`config.mk`:
```
export PLATFORM = sky130hd
export DESIGN_NAME = channel_reduce_n
export DESIGN_NICKNAME = d
export VERILOG_FILES = /design/src/rtl/channel_reduce_pkg.sv /design/src/rtl/channel_reduce_alu.sv /design/src/rtl/channel_reduce_n.sv
export SDC_FILE = /design/constraint.sdc
export NUM_CORES = 1
export LEC_CHECK = 0
export CORE_ASPECT_RATIO = 0.5
export CORE_MARGIN = 2
export CORE_UTILIZATION = 40
export DETAILED_ROUTE_END_ITERATION = 10
export PLACE_DENSITY_LB_ADDON = 0.3
export SLEW_MARGIN = 30
export SYNTH_ARGS = -nofsm -noshare
export SYNTH_HDL_FRONTEND = slang
export SYNTH_HIERARCHICAL = 1
export SYNTH_SLANG_ARGS = --single-unit
```
`constraint.sdc`:
```
create_clock -name clk -period 3.37 [get_ports clk]
set_clock_uncertainty 0.15 [all_clocks]
set_input_delay 0.674 -clock clk [delete_from_list [all_inputs] [get_ports clk]]
set_output_delay 0.674 -clock clk [all_outputs]
set_load 0.05 [all_outputs]
```
`src/rtl/channel_reduce_pkg.sv`:
```
// Shared types and helpers for channel reduction blocks.
// Operators, FSM states and per-operator identity values.
package channel_reduce_pkg;

    typedef enum logic [1:0] {
        OP_ADD = 2'd0,
        OP_MAX = 2'd1,
        OP_MIN = 2'd2,
        OP_XOR = 2'd3
    } reduce_op_t;

    typedef enum logic [1:0] {
        S_IDLE  = 2'd0,
        S_READ  = 2'd1,
        S_WRITE = 2'd2
    } state_t;

    localparam int ID_W = 256;

    // Returned value is ID_W wide; callers size-cast it down to their width.
    function automatic logic [ID_W-1:0] identity(
        input reduce_op_t op,
        input int         width
    );
        logic [ID_W-1:0] v;
        v = '0;
        if (op == OP_MIN) begin
            for (int i = 0; i < ID_W; i++) begin
                if (i < width) v[i] = 1'b1;
            end
        end
        return v;
    endfunction

endpackage

```
`src/rtl/channel_reduce_alu.sv`:
```
// Combinational fold operator shared by reduce blocks.
// carry is the unsigned carry-out of the add; zero for other operators.
module reduce_alu
    import channel_reduce_pkg::*;
#(
    parameter int WIDTH = 32
) (
    input  logic [1:0]       op,
    input  logic [WIDTH-1:0] a,
    input  logic [WIDTH-1:0] b,
    output logic [WIDTH-1:0] y,
    output logic             carry
);

    logic [WIDTH:0] sum;

    assign sum = {1'b0, a} + {1'b0, b};

    always_comb begin
        y     = '0;
        carry = 1'b0;
        unique case (reduce_op_t'(op))
            OP_ADD: begin
                y     = sum[WIDTH-1:0];
                carry = sum[WIDTH];
            end
            OP_MAX: y = (a > b) ? a : b;
            OP_MIN: y = (a < b) ? a : b;
            OP_XOR: y = a ^ b;
            default: y = '0;
        endcase
    end

endmodule

```
`src/rtl/channel_reduce_n.sv`:
```
// Pops a runtime-sized batch from a channel, folds it, pushes one result.
// Re-arms after each result handshake.
module channel_reduce_n
    import channel_reduce_pkg::*;
#(
    parameter int WIDTH     = 32,
    parameter int MAX_COUNT = 16,
    parameter int CW        = $clog2(MAX_COUNT + 1)
) (
    input  logic             clk,
    input  logic             rst,
    input  logic             start,
    input  logic [CW-1:0]    cfg_count,
    input  logic [1:0]       cfg_op,
    output logic             busy,
    output logic             valid,
    output logic             result_ovf,
    input  logic [WIDTH-1:0] in_out_data,
    input  logic             in_read_ready,
    input  logic             in_write_ready,
    output logic             in_read_valid,
    output logic [WIDTH-1:0] in_in_data,
    output logic             in_write_valid,
    output logic             in_rst,
    output logic [WIDTH-1:0] out_in_data,
    output logic             out_write_valid,
    input  logic             out_write_ready,
    input  logic [WIDTH-1:0] out_out_data,
    input  logic             out_read_ready,
    output logic             out_read_valid,
    output logic             out_rst
);

    localparam logic [CW-1:0] MAX_CNT = CW'(MAX_COUNT);

    state_t           state_q, state_d;
    reduce_op_t       op_q, op_d;
    logic [CW-1:0]    count_q, count_d;
    logic [CW-1:0]    cnt_q, cnt_d;
    logic [WIDTH-1:0] acc_q, acc_d;
    logic             ovf_q, ovf_d;
    logic             valid_q;

    logic [CW-1:0]    count_clamp;
    logic [CW-1:0]    cnt_inc;
    logic [WIDTH-1:0] ident;
    logic [WIDTH-1:0] alu_y;
    logic             alu_carry;
    logic             unused_ok;

    assign count_clamp = (cfg_count > MAX_CNT) ? MAX_CNT : cfg_count;
    assign cnt_inc     = cnt_q + 1'b1;
    assign ident       = WIDTH'(identity(reduce_op_t'(cfg_op), WIDTH));

    reduce_alu #(
        .WIDTH (WIDTH)
    ) u_alu (
        .op    (op_q),
        .a     (acc_q),
        .b     (in_out_data),
        .y     (alu_y),
        .carry (alu_carry)
    );

    always_ff @(posedge clk) begin
        if (rst) begin
            state_q <= S_IDLE;
            op_q    <= OP_ADD;
            count_q <= '0;
            cnt_q   <= '0;
            acc_q   <= '0;
            ovf_q   <= 1'b0;
            valid_q <= 1'b0;
        end else begin
            state_q <= state_d;
            op_q    <= op_d;
            count_q <= count_d;
            cnt_q   <= cnt_d;
            acc_q   <= acc_d;
            ovf_q   <= ovf_d;
            valid_q <= (state_q == S_WRITE) && out_write_ready;
        end
    end

    always_comb begin
        state_d         = state_q;
        op_d            = op_q;
        count_d         = count_q;
        cnt_d           = cnt_q;
        acc_d           = acc_q;
        ovf_d           = ovf_q;
        in_read_valid   = 1'b0;
        out_write_valid = 1'b0;
        unique case (state_q)
            S_IDLE: begin
                if (start) begin
                    op_d    = reduce_op_t'(cfg_op);
                    count_d = count_clamp;
                    acc_d   = ident;
                    cnt_d   = '0;
                    ovf_d   = 1'b0;
                    state_d = (count_clamp == '0) ? S_WRITE : S_READ;
                end
            end
            S_READ: begin
                // Pop strobe follows channel readiness directly: 1 word/cycle.
                in_read_valid = in_read_ready;
                if (in_read_ready) begin
                    acc_d = alu_y;
                    cnt_d = cnt_inc;
                    if (op_q == OP_ADD) ovf_d = ovf_q | alu_carry;
                    if (cnt_inc == count_q) state_d = S_WRITE;
                end
            end
            S_WRITE: begin
                out_write_valid = 1'b1;
                if (out_write_ready) state_d = S_IDLE;
            end
            default: state_d = S_IDLE;
        endcase
    end

    assign busy        = (state_q != S_IDLE);
    assign valid       = valid_q;
    assign out_in_data = acc_q;
    assign result_ovf  = ovf_q && (state_q == S_WRITE);

    assign in_in_data     = '0;
    assign in_write_valid = 1'b0;
    assign in_rst         = 1'b0;
    assign out_read_valid = 1'b0;
    assign out_rst        = 1'b0;

    assign unused_ok = ^{in_write_ready, out_out_data, out_read_ready};

endmodule

```
==> impl_metrics.json, run 1 <==
{
  "status": "complete, but fails checks",
  "violations": "negative setup slack",
  "initial_core_util_pct": 41.6,
  "ioPinCount": 151,
  "start_kind": "primary input",
  "vias": 7735,
  "ir_drop_mv": 0.207,
  "postCtsHoldBufs": 0,
  "seq_area_frac_synth_pct": 14.7,
  "cts_buffers": 5,
  "dr.pass1.iters": 6,
  "reg2reg_slack_ns": 0,
  "synthArstFlopShare_pct": 0,
  "timing.fmax_mhz": 287,
  "yosys_warnings": 6,
  "hold_path_depth": 2,
  "rr_worst_depth": 13,
  "max_cap_viol_count": 0,
  "combPwrFrac_pct": 65.2,
  "die_h_um": 94.3,
  "n_antenna_cell": 0,
  "grt-ovfl-total": 0,
  "cts_tree": "done",
  "cts_sinks": 48,
  "hold_end": "count_q[4]",
  "p_int_mw": 2.14,
  "rsz0062_at_grt": "yes",
  "drive_above_1_share_pct": 42.6,
  "htree_levels": 2,
  "synthCells": 878,
  "area_growth_pct": 56.4,
  "crit_type": "in -> reg",
  "cp_max_fo": 2,
  "drt-initial-drc-count": 597,
  "syn_avg_cell_area_um2": 7.43,
  "hold_viol": 0,
  "timing.setup.tns_ns": -0.381,
  "period_needed_ns": 3.48,
  "drc": 0,
  "clk_path_buf_depth": 2,
  "synth-edff-count": 0,
  "yosys.cell_types.count": 83,
  "stdcell_area_um2": 10200,
  "routed_via_density": 5.66,
  "cp.arrival_ns": 3.49,
  "ys_ff_latch": 48,
  "critPathRequiredTime_ns": 3.38,
  "core_region_area_um2": 15700,
  "layout_setup_ws_ns": -0.109,
  "finalNetCount": 1288,
  "cts_root_buffer": "clkbuf_16",
  "ant_nets": 0,
  "synth.largest_area_cell": "dfxtp_1",
  "grt_pass1_wl_um": 36500,
  "routedWlPerCell_um": 17.8,
  "post-dp-hpwl_um": 16300,
  "die_w_um": 185,
  "postPlaceCellArea_um2": 8710,
  "rows": 32,
  "syn-cell-area_um2": 6530,
  "ys.flop_type": "dfxtp_1",
  "clkLatencyLatePin_ns": 0.31,
  "track_usage_pct": 26.3,
  "end_kind": "flop",
  "timing.rr.end": "ovf_q",
  "synth_top_area_share_pct": 14.7,
  "fin_crit_sh_pct": 103,
  "synthTopCellsByCount": "91 x nor2_1, 88 x a21oi_1, 83 x nand2_1",
  "reg2reg_from": "out_in_data[0]",
  "hold_path.startpoint": "count_q[4]",
  "clk_pin_slew_ns": 0.08,
  "power.total_mw": 3.85,
  "maxSlewViolCount": 0,
  "hold_path_class": "reg -> reg",
  "relSlewSlack_pct": 38.5,
  "yosys.cell_count.top_type": "nor2_1",
  "p_per_area_nw_per_um2": 377,
  "p_clk_share_pct": 16.7,
  "pwr-share-seq_pct": 18.2,
  "grt_pass1_vias": 7463,
  "wirelength_um": 24300,
  "dieArea_um2": 17400,
  "port_buffers": 80,
  "setup_violations": 8,
  "place_congestion": 0.948,
  "power.switching_mw": 1.71,
  "synth_area_leaders": "dfxtp_1 15%, ha_1 12%, a21oi_1 6.7%, nor2_1 5.2%, nand2_1 4.8%",
  "netSwitchingFraction_pct": 44.4,
  "antenna_found_initial": 0,
  "grt_max_degree": 34,
  "tightest_slew_ns": 0.923,
  "p_leak_nw": 4.42
}
## what timing repair did
| action | in CTS | in global routing |
|---|---|---|
| resized for setup | 197 | 143 |
| gates cloned | 1 | 0 |
| endpoints found under the setup margin | 33 | 32 |
| pin swaps | 60 | 63 |
| setup buffers | 28 | 18 |
## sequential cells by signal (all words and copies together) (netlist names)
signal and count:
cnt_q 5, count_q 5, op_q 2, out_in_data 32, ovf_q 1, state_q 2, valid 1
## worst max path at each step
stage | startpoint | to
CTS | in_out_data[0] | ovf_q
floorplan | in_out_data[0] | ovf_q
detailed placement | in_out_data[7] | ovf_q
finish | in_out_data[0] | ovf_q
global placement | in_out_data[5] | out_in_data[6]
global route | in_out_data[0] | out_in_data[26]
## critical path, cell delays in order
cell	delay, ns
buf_8	0.10
ha_4	0.15
fa_2	0.34
nor2b_4	0.14
o221ai_2	0.19
o21ai_2	0.12
a2111oi_4	0.38
nor2_2	0.09
a221o_1	0.38
a221oi_2	0.29
nor2_1	0.07
o311a_1	0.33
a31oi_1	0.15
nor3_1	0.06
## cell usage in the layout (no fill, tap or decap), types with 10 or more instances in the layout
master,instances
o211ai_1,12
o21ai_0,37
inv_1,32
nor2_1,79
mux4_2,13
a211oi_2,22
a21oi_1,77
clkdlybuf4s50_1,46
buf_4,214
dfxtp_1,43
nor3_1,10
ha_4,31
ha_1,31
nor2b_1,11
o21bai_1,10
nand3_1,12
buf_6,18
clkbuf_2,11
xnor2_1,13
inv_2,35
a22oi_1,10
nand2b_1,10
nand2_1,74
conb_1,36
mux2i_1,21
## metal layers
metal / GRT usage [%] / up-vias / part of all wire, %
li1: - / 3589 / -
met1: 33.8 / 3719 / 43
met2: 47.0 / 381 / 49
met3: 3.33 / 46 / 7.1
met4: 6.68 / 0 / 1.5
met5: 0 / - / 0
## area by class of cell
class / count / area, um2
flip-flops and latches: 48 / 967
multi-input cells: 701 / 5800
clock buffers: 5 / 125
repair buffers: 317 / 2710
inverters: 71 / 277
well taps: 221 / 277
clock inverters: 3 / 46.3
fillers: 1240 / 5490
## power by group through the flow
stage | Sequential [mW] | Combinational (mW) | Clock [mW]
floorplan | 0.847 | 1.16 | 0
global placement | 0.688 | 2.00 | 0
detailed placement | 0.691 | 2.03 | 0
CTS | 0.699 | 2.25 | 0.645
global route | 0.707 | 2.66 | 0.669
finish | 0.699 | 2.51 | 0.641
## logic make-up (layout without fill, tap and decap cells)
group / after synthesis / after routing / share of synthesized area, %
AOI/OAI and AO/OA: 273 / 273 / 28.6
xor gates and xnor gates: 17 / 17 / 2.28
adders and majority gates: 66 / 66 / 12.8
buffers and inverters: 164 / 396 / 13.0
DFF: 48 / 48 / 14.7
muxes: 40 / 40 / 8.74
other: 1 / 36 / 0.0575
and+or+nand+nor: 269 / 269 / 19.8
## per-stage QoR
stage	cells	hold slack (ns)	setup slack, ns	utilization, %
global route	1366	0.370	-0.189	65.0
global placement	1313	0.311	-0.869	55.5
detailed placement	1313	0.335	-0.961	55.5
CTS	1348	0.345	-0.162	62.0
floorplan	913	0.294	-0.0444	-
finish	1366	0.340	-0.109	65.0
No activity file was read; power rests on OpenSTA's default activity.
==> run 2, diff against run 1 <==
--- a/config.mk
+++ b/config.mk
@@ -5,6 +5,7 @@
 export SDC_FILE = /design/constraint.sdc
 export NUM_CORES = 1
 export LEC_CHECK = 0
+export CAP_MARGIN = 10
 export CORE_ASPECT_RATIO = 0.5
 export CORE_MARGIN = 2
 export CORE_UTILIZATION = 40
==> results of run 2 <==
The final DEF is identical to that of run 1; final timing and power are the same.
==> run 3, diff against run 2 <==
--- a/config.mk
+++ b/config.mk
@@ -10,6 +10,7 @@
 export CORE_MARGIN = 2
 export CORE_UTILIZATION = 40
 export DETAILED_ROUTE_END_ITERATION = 10
+export MAX_ROUTING_LAYER = met4
 export PLACE_DENSITY_LB_ADDON = 0.3
 export SLEW_MARGIN = 30
 export SYNTH_ARGS = -nofsm -noshare
==> run 3 against run 2 <==
  * The flow still finishes with violations (negative setup slack)
  * Hold slack worse by 0.011 ns
  * Combinational power grew 3%
  * Utilization is 1.4 points higher
  * Sequential cell count is the same
  * Largest cell class unchanged
  * Global-route usage rose by 2.2 points
==> impl_metrics.json, run 3 (synthesized netlist as in run 1, its figures left out) <==
{
  "final_cell_mix": "216 x buf_4, 84 x nor2_1, 81 x nand2_1",
  "ioPinCount": 151,
  "post-dp-hpwl_um": 16700,
  "timing.rr.end": "out_in_data[30]",
  "fin_crit_sh_pct": 106,
  "timing.setup.tns_ns": -0.865,
  "hold_path.startpoint": "count_q[4]",
  "tightest_slew_ns": 0.900,
  "reg2reg_from": "out_in_data[0]",
  "grt-ovfl-total": 0,
  "dieArea_um2": 17400,
  "violations": "negative setup slack",
  "cp.arrival_ns": 3.65,
  "routedWlPerCell_um": 18.5,
  "ant_nets": 0,
  "finalNetCount": 1305,
  "cts_sinks": 48,
  "drt-initial-drc-count": 619,
  "maxSlewViolCount": 0,
  "stdcell_area_um2": 10400,
  "track_usage_pct": 28.5,
  "ir_drop_mv": 0.249,
  "clk_pin_slew_ns": 0.08,
  "max_cap_viol_count": 0,
  "port_buffers": 80,
  "die_w_um": 185,
  "reg2reg_slack_ns": -0.08,
  "setup_violations": 14,
  "grt_pass1_wl_um": 38300,
  "relSlewSlack_pct": 39.7,
  "vias": 7910,
  "wirelength_um": 25600,
  "end_kind": "flop",
  "crit_type": "in -> reg",
  "hold_end": "count_q[4]",
  "p_leak_nw": 4.54,
  "layout_commonest_cell": "buf_4",
  "grt_pass1_vias": 7617,
  "clk_path_buf_depth": 2,
  "initial_core_util_pct": 41.6,
  "cp_top_family": "compound AO/OA/AOI/OAI gates",
  "path_cells": "buf_8 > ha_4 > fa_2 > nor2b_4 > o221ai_4 > o21ai_2 > a2111oi_2 > nor2_1 > a221o_1 > a221oi_4 > buf_4 > o31ai_4 > a22oi_2 > nand2_1 > a211oi_2",
  "path_buf_inv": 2,
  "pre_cts_ws_ns": -0.943,
  "p_per_area_nw_per_um2": 377,
  "cts_buffers": 5,
  "cts_tree": "done",
  "clkLatencyLatePin_ns": 0.31,
  "routed_via_density": 5.72,
  "timing.fmax_mhz": 280,
  "hold_viol": 0,
  "hold_path_depth": 2,
  "hold_path_class": "reg -> reg",
  "postPlaceCellArea_um2": 8730,
  "drc": 0,
  "critPathRequiredTime_ns": 3.45,
  "htree_levels": 2,
  "status": "complete, but fails checks",
  "die_h_um": 94.3,
  "grt_max_degree": 29,
  "n_antenna_cell": 0,
  "placedCellCount": 1316,
  "fin_util_pct": 66.4,
  "start_kind": "primary input",
  "rr_worst_depth": 14,
  "dr.pass1.iters": 5,
  "cts_root_buffer": "clkbuf_16",
  "layoutNonFillerInstCount": 1383,
  "place_congestion": 0.957,
  "slowest_stage": "a221o_1",
  "max_stage_delay_ns": 0.39,
  "core_region_area_um2": 15700,
  "cp_max_fo": 3,
  "layout_setup_ws_ns": -0.200,
  "rsz0062_at_grt": "yes",
  "fillCellCount": 1214,
  "area_growth_pct": 59.7,
  "period_needed_ns": 3.57,
  "antenna_found_initial": 0,
  "rows": 32,
  "drive_above_1_share_pct": 42.9,
  "largest_reg_flops": 32
}
==> run 3: stage by stage <==
| step | total power, mW | hold WS, ns |
|---|---|---|
| floorplan | 2.01 | 0.294 |
| global placement | 2.70 | 0.308 |
| detailed placement | 2.74 | 0.319 |
| CTS | 3.67 | 0.330 |
| global route | 4.12 | 0.356 |
| finish | 3.93 | 0.329 |
==> run 3: worst reg2reg max path: stages, from the launching register on <==
cell,delay (ns)
dfxtp_1,0.34
ha_4,0.17
fa_2,0.36
nor2b_4,0.15
o221ai_4,0.16
o21ai_2,0.11
a2111oi_2,0.30
nor2_1,0.13
a221o_1,0.39
a221oi_4,0.32
buf_4,0.18
o31ai_4,0.07
a22oi_2,0.22
nand2_1,0.10
a211oi_2,0.22
==> run 3: worst max-delay path by stage <==
stage                        start               to  slack (ns)  cells after the start
floorplan           in_out_data[0]            ovf_q       -0.04                     13
global placement    in_out_data[5]   out_in_data[6]       -0.87                     15
detailed placement  in_out_data[7]            ovf_q       -0.94                     14
CTS                 in_out_data[0]            ovf_q       -0.21                     14
global route        in_out_data[0]  out_in_data[30]       -0.35                     15
finish              in_out_data[0]  out_in_data[30]       -0.20                     15
==> run 3: timing repair <==
action	in CTS	in global routing
cloned	4	0
endpoints found under the hold margin	0	0
pin swaps	62	78
buffers inserted	29	31
hold buffers	0	0
setup endpoints to repair	33	33
resized for setup	217	156
==> run 3: layer usage <==
metal | wire length [um] | track usage, % | vias up
met3 | 2050 | 4.03 | 75
met5 | 0 | - | -
met2 | 12100 | 48.1 | 435
li1 | - | - | 3634
met1 | 10800 | 35.7 | 3766
met4 | 735 | 8.20 | 0
==> run 3: cell type report <==
| type | count | area [um2] | share of cell area [%] |
|---|---|---|---|
| well taps | 221 | 277 | 2.65 |
| clock buffers | 5 | 125 | 1.20 |
| repair buffers | 334 | 2940 | 28.2 |
| inverters | 71 | 289 | 2.77 |
| flip-flops and latches | 48 | 967 | 9.28 |
| multi-input cells | 701 | 5780 | 55.5 |
| clock inverters | 3 | 47.5 | 0.456 |
==> run 3: where the power goes <==
| group | switching [mW] | total [mW] | internal [mW] | leakage [nW] |
|---|---|---|---|---|
| clock network | 0.281 | 0.636 | 0.355 | 0.0840 |
| registers | 0.0820 | 0.702 | 0.620 | 0.396 |
| logic | 1.37 | 2.59 | 1.22 | 4.06 |
| total | 1.73 | 3.93 | 2.20 | 4.54 |
